<file path="config.mk">
export PLATFORM = sky130hd
export DESIGN_NAME = id_ex_stage
export DESIGN_NICKNAME = d
export VERILOG_FILES = /design/src/rtl/id_ex_stage_pkg.sv /design/src/rtl/id_ex_stage_load_use_detect.sv /design/src/rtl/id_ex_stage.sv
export SDC_FILE = /design/constraint.sdc
export NUM_CORES = 1
export LEC_CHECK = 0
export ABC_AREA = 1
export BUFFER_PORTS_ARGS = -buffer_cell sky130_fd_sc_hd__buf_2
export CAP_MARGIN = 30
export CORE_AREA = 2 2 142 144
export CTS_CLUSTER_DIAMETER = 30
export DETAILED_ROUTE_END_ITERATION = 6
export DIE_AREA = 0 0 144 146
export MAX_ROUTING_LAYER = met4
export PLACE_DENSITY = 0.68
export SLEW_MARGIN = 40
export SYNTH_ARGS = -nofsm -noshare
export SYNTH_HDL_FRONTEND = slang
export SYNTH_SLANG_ARGS = --single-unit
</file>
<file path="constraint.sdc">
create_clock -name clk -period 2.1 [get_ports clk]
set_input_delay 0.105 -clock clk [delete_from_list [all_inputs] [get_ports clk]]
set_output_delay 0.105 -clock clk [all_outputs]
set_load 0.03 [all_outputs]
</file>
<file path="src/rtl/id_ex_stage_pkg.sv">
// Shared definitions for the ID/EX pipeline register: widths, ALU op
// encoding, the packed EX-stage field bundle and its all-zero bubble.
package id_ex_stage_pkg;

  localparam int REG_W   = 5;
  localparam int DATA_W  = 32;
  localparam int ALUOP_W = 4;
  localparam int CNT_W   = 16;

  // Register $0 is hardwired to zero, so it never creates a dependency.
  localparam logic [REG_W-1:0] ZERO_REG = '0;

  typedef enum logic [ALUOP_W-1:0] {
    ALU_ADD  = 4'd0,
    ALU_SUB  = 4'd1,
    ALU_AND  = 4'd2,
    ALU_OR   = 4'd3,
    ALU_XOR  = 4'd4,
    ALU_NOR  = 4'd5,
    ALU_SLT  = 4'd6,
    ALU_SLTU = 4'd7,
    ALU_SLL  = 4'd8,
    ALU_SRL  = 4'd9,
    ALU_SRA  = 4'd10,
    ALU_LUI  = 4'd11
  } alu_op_e;

  // Every field the EX stage sees, in one packed bundle.
  typedef struct packed {
    logic               valid;
    logic               reg_wr;
    logic               mem_rd;
    logic               mem_wr;
    logic               mem_to_reg;
    logic               alu_src;
    logic [ALUOP_W-1:0] alu_op;
    logic [REG_W-1:0]   reg_dst;
    logic [REG_W-1:0]   rs;
    logic [REG_W-1:0]   rt;
    logic [DATA_W-1:0]  bus_a;
    logic [DATA_W-1:0]  bus_b;
    logic [DATA_W-1:0]  imm;
    logic [DATA_W-1:0]  pc;
  } id_ex_t;

  // A bubble zeroes indices too, so forwarding can never match it.
  localparam id_ex_t BUBBLE = '0;

  // True when the register being written back this cycle is the one ID reads.
  function automatic logic wb_hits(input logic             wb_wr,
                                   input logic [REG_W-1:0] wb_dst,
                                   input logic [REG_W-1:0] src);
    return wb_wr && (wb_dst != ZERO_REG) && (wb_dst == src);
  endfunction

endpackage

</file>
<file path="src/rtl/id_ex_stage_load_use_detect.sv">
// Load-use hazard detector: a load sitting in EX whose destination is read
// by the instruction currently in ID. Shared with the hazard unit.
module load_use_detect
  import id_ex_stage_pkg::*;
(
  input  logic             ex_valid,
  input  logic             ex_mem_rd,
  input  logic [REG_W-1:0] ex_reg_dst,
  input  logic [REG_W-1:0] id_rs,
  input  logic [REG_W-1:0] id_rt,
  input  logic             uses_rs,
  input  logic             uses_rt,
  output logic             lu
);

  logic is_load;
  logic rs_dep;
  logic rt_dep;

  // Only a real load to a non-zero register can produce a hazard.
  always_comb begin
    is_load = ex_valid && ex_mem_rd && (ex_reg_dst != ZERO_REG);
    rs_dep  = uses_rs && (ex_reg_dst == id_rs);
    rt_dep  = uses_rt && (ex_reg_dst == id_rt);
    lu      = is_load && (rs_dep || rt_dep);
  end

endmodule

</file>
<file path="src/rtl/id_ex_stage.sv">
// ID/EX pipeline register with load-use bubble insertion, branch flush,
// WB-to-ID write-through and a saturating count of load-use bubbles.
module id_ex_stage
  import id_ex_stage_pkg::*;
(
  input  logic               clk,
  input  logic               reset,
  input  logic               Hold,
  input  logic               Flush,
  input  logic               ID_Valid,
  input  logic [REG_W-1:0]   IF_ID_Rs,
  input  logic [REG_W-1:0]   IF_ID_Rt,
  input  logic               ID_UsesRs,
  input  logic               ID_UsesRt,
  input  logic               ID_RegWr,
  input  logic               ID_MemRd,
  input  logic               ID_MemWr,
  input  logic               ID_MemToReg,
  input  logic               ID_ALUSrc,
  input  logic [ALUOP_W-1:0] ID_ALUOp,
  input  logic [REG_W-1:0]   ID_RegDst,
  input  logic [DATA_W-1:0]  ID_BusA,
  input  logic [DATA_W-1:0]  ID_BusB,
  input  logic [DATA_W-1:0]  ID_Imm,
  input  logic [DATA_W-1:0]  ID_PC,
  input  logic               MEM_WB_RegWr,
  input  logic [REG_W-1:0]   MEM_WB_RegDst,
  input  logic [DATA_W-1:0]  WB_Data,
  output logic               ID_EX_Valid,
  output logic               ID_EX_RegWr,
  output logic               ID_EX_MemRd,
  output logic               ID_EX_MemWr,
  output logic               ID_EX_MemToReg,
  output logic               ID_EX_ALUSrc,
  output logic [ALUOP_W-1:0] ID_EX_ALUOp,
  output logic [REG_W-1:0]   ID_EX_RegDst,
  output logic [REG_W-1:0]   ID_EX_Rs,
  output logic [REG_W-1:0]   ID_EX_Rt,
  output logic [DATA_W-1:0]  ID_EX_BusA,
  output logic [DATA_W-1:0]  ID_EX_BusB,
  output logic [DATA_W-1:0]  ID_EX_Imm,
  output logic [DATA_W-1:0]  ID_EX_PC,
  output logic               Stall,
  output logic [CNT_W-1:0]   StallCount
);

  id_ex_t           ex_q;
  id_ex_t           capture;
  logic             lu;
  logic [CNT_W-1:0] stall_cnt;

  load_use_detect u_load_use_detect (
    .ex_valid   (ex_q.valid),
    .ex_mem_rd  (ex_q.mem_rd),
    .ex_reg_dst (ex_q.reg_dst),
    .id_rs      (IF_ID_Rs),
    .id_rt      (IF_ID_Rt),
    .uses_rs    (ID_UsesRs),
    .uses_rt    (ID_UsesRt),
    .lu         (lu)
  );

  // A flush already kills the ID instruction, so stalling on top of it is pointless.
  assign Stall = lu && !Flush;

  // Build the next EX bundle from ID, substituting WB data written this same cycle.
  always_comb begin
    capture            = BUBBLE;
    capture.valid      = ID_Valid;
    capture.reg_wr     = ID_RegWr;
    capture.mem_rd     = ID_MemRd;
    capture.mem_wr     = ID_MemWr;
    capture.mem_to_reg = ID_MemToReg;
    capture.alu_src    = ID_ALUSrc;
    capture.alu_op     = ID_ALUOp;
    capture.reg_dst    = ID_RegDst;
    capture.rs         = IF_ID_Rs;
    capture.rt         = IF_ID_Rt;
    capture.bus_a      = wb_hits(MEM_WB_RegWr, MEM_WB_RegDst, IF_ID_Rs) ? WB_Data : ID_BusA;
    capture.bus_b      = wb_hits(MEM_WB_RegWr, MEM_WB_RegDst, IF_ID_Rt) ? WB_Data : ID_BusB;
    capture.imm        = ID_Imm;
    capture.pc         = ID_PC;
  end

  // Priority update: hold freezes everything, flush and load-use insert bubbles.
  always_ff @(posedge clk or negedge reset) begin
    if (!reset) begin
      ex_q      <= BUBBLE;
      stall_cnt <= '0;
    end else if (Hold) begin
      ex_q      <= ex_q;
      stall_cnt <= stall_cnt;
    end else if (Flush) begin
      ex_q      <= BUBBLE;
    end else if (lu) begin
      ex_q      <= BUBBLE;
      if (stall_cnt != {CNT_W{1'b1}}) begin
        stall_cnt <= stall_cnt + CNT_W'(1);
      end
    end else begin
      ex_q      <= capture;
    end
  end

  assign ID_EX_Valid    = ex_q.valid;
  assign ID_EX_RegWr    = ex_q.reg_wr;
  assign ID_EX_MemRd    = ex_q.mem_rd;
  assign ID_EX_MemWr    = ex_q.mem_wr;
  assign ID_EX_MemToReg = ex_q.mem_to_reg;
  assign ID_EX_ALUSrc   = ex_q.alu_src;
  assign ID_EX_ALUOp    = ex_q.alu_op;
  assign ID_EX_RegDst   = ex_q.reg_dst;
  assign ID_EX_Rs       = ex_q.rs;
  assign ID_EX_Rt       = ex_q.rt;
  assign ID_EX_BusA     = ex_q.bus_a;
  assign ID_EX_BusB     = ex_q.bus_b;
  assign ID_EX_Imm      = ex_q.imm;
  assign ID_EX_PC       = ex_q.pc;
  assign StallCount     = stall_cnt;

endmodule

</file>
==> results_dict.tcl, run 1 <==
set metrics [dict create \
    tightest_slew_ns 0.880 \
    period_needed_ns 2.05 \
    num_vias 8938 \
    power.total_mw 8.71 \
    critPathMaxFanout 16 \
    avgSynthCellArea_um2 7.48 \
    worstPathArrival_ns 2.37 \
    period_share_pct 97.4 \
    clock_path_buffers 2 \
    netlist_instances 1070 \
    r2r_setup_slack_ns 0.22 \
    drc_errors 0 \
    drt_first_pass_iters 5 \
    cts_tree "done" \
    clkSlewWorstSetupHoldPaths_ns 0.07 \
    grt_max_degree 150 \
    synth-seq-cells 169 \
    dp_hpwl_mm 19.2 \
    ys_seq_area_share_pct 52.9 \
    io_pins 367 \
    min_to "ID_EX_BusA[14]" \
    setup_viol 0 \
    grt-ovfl-total 0 \
    finalWirelength_mm 29.1 \
    syn-num-nets 1268 \
    vdd_drop_max_mv 0.547 \
    num-fill-cells 1656 \
    end_kind "register" \
    synthMuxAreaShare_pct 0 \
    first_iter_violations 525 \
    finalHoldViolCount 0 \
    grtUsageTotal_pct 27.7 \
    worstReg2RegEnd "StallCount[7]" \
    clock_skew_ns 0.0122 \
    critPathLaunchType "input pin" \
    yosys.area_share.adder_pct 0.156 \
    cts_sinks 169 \
    slew_viol_final 0 \
    timing.rr.start "StallCount[0]" \
    place_congestion 0.960 \
    synth_compound_area_share_pct 1.02 \
    p_leak_nw 7.17 \
    final_util_pct 63.5 \
    slew_headroom_pct 41.4 \
    fin_setup_tns_ns 0 \
    insertion_delay_ns 0.44 \
    synthXorXnorAreaFrac_pct 2.30 \
    dieWidth_um 144 \
    status "finished clean" \
    p_per_area_nw_per_um2 710 \
    numPortBuffers 366 \
    reg2reg_depth 9 \
    htree_levels 4 \
    area_growth_pct 53.4 \
    min_path_type "in2reg" \
    final_cell_area_um2 12300 \
    start_util_pct 41.4 \
    multiInputGateArea_um2 3380 \
    grt_pass1_vias 8761 \
    syn_area_um2 8000 \
    min_from "ID_BusA[14]" \
    antenna_found_initial 3 \
    core-area_um2 19300 \
    max_freq_mhz 489 \
    cts_buffers 17 \
    drv_cap 0 \
    yosysUniqueCellTypes 24 \
    post_synth_and_or_nand_nor_area_fraction_pct 38.1 \
    yosysWarningCount 0 \
    die-area_um2 21000 \
    clockRootBuffer "clkbuf_16" \
    rows 51 \
    drive_gt1_share_pct 27.8 \
    die_y_um 146 \
    min_path_cells 5 \
    wire_per_inst_um 15.7 \
    regArea_um2 4230 \
    required_ns 2.42 \
    critical_path_class "in2reg" \
    synth_top_family_by_area "simple AND/OR/NAND/NOR gates" \
    drtAntennaViolNets 0 \
    viasPerCell 4.83 \
    fin_nets 1767 \
    place_area_um2 10100 \
    grt_pass1_wl_mm 44.1 \
]
-- Yosys cell counts --
cell / count / share of area [%]
nor2_1: 22 / 1.0
ha_1: 1 / 0.16
clkbuf_1: 23 / 1.1
buf_6: 7 / 0.99
nand2_2: 3 / 0.23
nor3_2: 1 / 0.13
nand4_1: 6 / 0.47
inv_1: 31 / 1.5
nor4_1: 2 / 0.16
inv_2: 8 / 0.38
buf_4: 5 / 0.47
dfrtp_1: 169 / 53
o22ai_1: 5 / 0.39
clkbuf_4: 1 / 0.094
nor2_2: 1 / 0.078
xor2_1: 13 / 1.4
o21ai_1: 1 / 0.062
nand2_1: 648 / 30
nand4_2: 1 / 0.16
o21ai_0: 9 / 0.56
nand3_1: 81 / 5.1
buf_2: 18 / 1.1
nor3_1: 6 / 0.38
xnor2_1: 8 / 0.88
-- sequential cells by signal (all words and copies together) (netlist names) --
name            flops
ID_EX_ALUOp         4
ID_EX_BusA         32
ID_EX_Rt            5
ID_EX_MemWr         1
ID_EX_PC           32
ID_EX_BusB         32
ID_EX_ALUSrc        1
ID_EX_Rs            5
ID_EX_Imm          32
StallCount         16
ID_EX_RegWr         1
ID_EX_RegDst        5
ID_EX_Valid         1
ID_EX_MemToReg      1
ID_EX_MemRd         1
-- power breakdown --
group | leakage [nW] | switching, mW | total (mW) | internal (mW)
registers | 2.22 | 0.141 | 3.63 | 3.49
logic | 4.66 | 1.20 | 1.87 | 0.675
clock network | 0.299 | 1.50 | 3.21 | 1.71
-- logic make-up after synthesis --
kind of cell	after synthesis
AO/OA/AOI/OAI	15
XOR/XNOR	21
adder cells (fa/ha/maj)	1
buffers and inverters	93
flip-flops	169
AND/OR/NAND/NOR	771
-- critical path, stage by stage --
cell and delay, ns:
dlygate4sd3_1 0.53, buf_2 0.15, xnor2_1 0.17, nand3_1 0.15, nor2_4 0.22, nand2_4 0.10
buf_12 0.17, nand2_1 0.06, nand2_1 0.04, dlygate4sd3_1 0.54, nand2_1 0.07, nand2_1 0.06
-- worst max path at each step --
stage / start / endpoint / depth (start not counted)
2_1_floorplan: StallCount[0] / StallCount[6] / 9
6_report: IF_ID_Rs[0] / ID_EX_BusA[25] / 12
3_5_place_dp: StallCount[0] / StallCount[7] / 7
5_1_grt: IF_ID_Rs[0] / ID_EX_BusA[25] / 12
3_3_place_gp: StallCount[0] / StallCount[1] / 7
4_1_cts: IF_ID_Rs[0] / ID_EX_BusA[25] / 12
-- per-layer routing --
metal / vias to the layer above / track usage (%) / part of all wire [%]
met5: - / - / 0
met4: 0 / 14.9 / 5.0
met3: 102 / 6.35 / 8.3
met2: 475 / 43.0 / 47
met1: 4073 / 33.3 / 40
li1: 4288 / - / -
-- stage by stage --
| stage | setup slack [ns] | hold WS, ns | cells |
|---|---|---|---|
| 5_1_grt | -0.0234 | 0.0187 | 1849 |
| 2_1_floorplan | 0.218 | -0.191 | 1070 |
| 6_report | 0.0544 | 0.00194 | 1849 |
| 3_3_place_gp | 0.338 | 0.0477 | 1667 |
| 3_5_place_dp | 0.258 | 0.0407 | 1667 |
| 4_1_cts | 0.0144 | 0.000599 | 1845 |
-- repair_timing --
item,CTS,global route
hold buffers,146,0
endpoints found under the setup margin,0,5
setup buffers,0,1
resized for setup,0,12
hold endpoints to repair,262,0
-- area by class of cell --
type                            instances  share of cell area [%]
Sequential cell                       169                    34.5
Timing Repair Buffer                  534                    29.2
Multi-Input combinational cell        808                    27.5
Clock buffer                           17                    3.47
Tap cell                              265                    2.70
Clock inverter                         15                    1.46
Inverter                               39                    1.21
Antenna cell                            2                  0.0408
-- cells in the final DEF, fill, tap and decap left out, types with 9 or more instances in the layout --
master / count
nor2_1: 18
buf_4: 13
nand3_1: 81
dfrtp_1: 169
buf_2: 364
clkbuf_16: 18
xor2_1: 13
nand2_1: 647
o21ai_0: 9
dlygate4sd3_1: 146
inv_1: 31
(Power assumes the default switching activity.)
==> run 2, diff against run 1 <==
--- a/config.mk
+++ b/config.mk
@@ -5,15 +5,16 @@
 export SDC_FILE = /design/constraint.sdc
 export NUM_CORES = 1
 export LEC_CHECK = 0
-export ABC_AREA = 1
+export ABC_AREA = 0
 export BUFFER_PORTS_ARGS = -buffer_cell sky130_fd_sc_hd__buf_2
 export CAP_MARGIN = 30
-export CORE_AREA = 2 2 142 144
+export CORE_AREA = 2 2 143 145
 export CTS_CLUSTER_DIAMETER = 30
 export DETAILED_ROUTE_END_ITERATION = 6
-export DIE_AREA = 0 0 144 146
+export DIE_AREA = 0 0 145 147
 export MAX_ROUTING_LAYER = met4
-export PLACE_DENSITY = 0.68
+export PLACE_DENSITY = 0.62
+export SETUP_SLACK_MARGIN = 0.02
 export SLEW_MARGIN = 40
 export SYNTH_ARGS = -nofsm -noshare
 export SYNTH_HDL_FRONTEND = slang
==> run 2 against run 1 <==
Effect of this change:
- cell count is 23% lower
- critical path depth is 7 lower
- core utilization is 4.0 points lower
- wire length is 12% lower
- via count is 22% lower
- design area is 3.8% lower
- worst hold slack better by 0.0085 ns
- area after synthesis is 11% lower
==> results_dict.tcl, run 2 <==
set metrics [dict create \
    status "finished clean" \
    yosysUniqueCellTypes 32 \
    wire_per_inst_um 18.0 \
    grt-ovfl-total 0 \
    io_pins 367 \
    yosysMostFrequentCell "dfrtp_1" \
    cts_sinks 169 \
    fin_setup_tns_ns 0 \
    synth_top_area_share_pct 59.5 \
    die_y_um 147 \
    grt_pass1_vias 7287 \
    cts_buffers 17 \
    synthTopCellsByArea "dfrtp_1 (59%), a22o_1 (11%), mux2i_1 (9.0%)" \
    post-place-ws_ns -0.115 \
    period_share_pct 96.4 \
    final_cells 1428 \
    synth-seq-cells 169 \
    grt_max_degree 154 \
    fin_hold_ws_ns 0.0105 \
    num_vias 6939 \
    area_growth_pct 66.0 \
    dp_hpwl_mm 16.9 \
    layout_commonest_cell "buf_2" \
    vdd_drop_max_mv 0.458 \
    netlist_instances 581 \
    drc_errors 0 \
    ys_async_sr_fraction_pct 100 \
    num-fill-cells 1591 \
    period_needed_ns 2.03 \
    ys_seq_area_share_pct 59.5 \
    slew_viol_final 0 \
    power.total_mw 8.45 \
    r2r_setup_slack_ns 0.12 \
    clkSlewWorstSetupHoldPaths_ns 0.08 \
    worstPathArrival_ns 1.92 \
    htree_levels 4 \
    die-area_um2 21300 \
    numPortBuffers 366 \
    insertion_delay_ns 0.43 \
    tightest_slew_ns 0.714 \
    rows 52 \
    setup_viol 0 \
    min_path_type "in2reg" \
    p_per_area_nw_per_um2 716 \
    ys.flop_type "dfrtp_1" \
    drtAntennaViolNets 0 \
    viasPerCell 4.86 \
    final_cell_area_um2 11800 \
    rsz0062_at_grt "true" \
    drt_first_pass_iters 5 \
    yosysWarningCount 0 \
    final_util_pct 59.5 \
    finalWirelength_mm 25.7 \
    place_congestion 0.811 \
    critPathLaunchType "register" \
    cts_tree "done" \
    drv_cap 0 \
    drive_gt1_share_pct 38.2 \
    yosys.area.top_type "dfrtp_1" \
    slew_headroom_pct 52.4 \
    required_ns 2.00 \
    dieWidth_um 145 \
    syn_area_um2 7110 \
    place_area_um2 9380 \
    avgSynthCellArea_um2 12.2 \
    fin_nets 1340 \
    clockRootBuffer "clkbuf_16" \
    first_iter_violations 337 \
    clock_path_buffers 2 \
    max_freq_mhz 494 \
    end_kind "primary output" \
    synth_commonest_cells "dfrtp_1 (169), a22o_1 (89), nand2_1 (72)" \
    finalHoldViolCount 0 \
    p_leak_nw 5.92 \
    critPathMaxFanout 5 \
    core-area_um2 19800 \
    grtUsageTotal_pct 24.8 \
    dp.cells 1209 \
    multiInputGateArea_um2 2650 \
    syn-num-nets 779 \
    clock_skew_ns 0.0182 \
    regArea_um2 4230 \
    synth_edf_count 0 \
    grt_pass1_wl_mm 40.4 \
    critical_path_class "reg2out" \
    fin_ws_ns 0.0750 \
    antenna_found_initial 3 \
    start_util_pct 35.8 \
    final_cell_mix "buf_2 (364), dlygate4sd3_1 (183), dfrtp_1 (167)" \
]
-- run 2: layout make-up --
cell class,instances,area share (%)
diodes,3,0.0636
clock buffers,20,3.78
clock inverters,12,0.901
inverters,2,0.0636
multi-input cells,370,22.5
flip-flops and latches,169,35.8
well taps,270,2.86
repair buffers,582,34.0
-- run 2: kinds of logic after synthesis --
family	after synthesis	synth area share [%]
AO/OA/AOI/OAI	156	15.8
XOR/XNOR	35	4.31
adder cells (fa/ha/maj)	1	0.176
buffers and inverters	42	3.43
flip-flops	169	59.5
multiplexers	65	9.22
AND/OR/NAND/NOR	113	7.55
-- run 2: repair_timing --
item	CTS	global route
endpoints found under the hold margin	187	0
resized for setup	1	4
hold buffers	183	0
buffers inserted	0	0
endpoints found under the setup margin	1	37
pin swaps	0	1
-- run 2: final timing paths --
check	from	endpoint	cells past startpoint
max	ID_EX_RegDst[1]	Stall	5
max reg2reg	ID_EX_RegDst[1]	ID_EX_BusA[8]	6
min reg2reg	ID_EX_BusA[23]	ID_EX_BusA[23]	2
min	WB_Data[30]	ID_EX_BusA[30]	3
min in group asynchronous	reset	ID_EX_BusA[27]	2
max in group asynchronous	reset	ID_EX_PC[30]	3
-- run 2: per-layer routing --
layer / up-vias / GRT usage (%) / share of wire [%]
li1: 3236 / - / -
met1: 3338 / 29.5 / 40
met2: 321 / 41.2 / 50
met3: 44 / 6.06 / 7.1
met4: 0 / 8.96 / 2.7
met5: - / - / 0
-- run 2: power by group --
| part | switching [mW] | internal [mW] |
|---|---|---|
| Sequential | 0.143 | 3.49 |
| Clock | 1.41 | 1.59 |
| Combinational | 1.05 | 0.766 |
| Total | 2.61 | 5.84 |
-- run 2: critical path, stage by stage, from the launching register on --
cell and delay (ns):
dfrtp_2 0.46, or3_1 0.39, o311a_1 0.34, nand2_2 0.11, nor2_1 0.04, buf_2 0.16
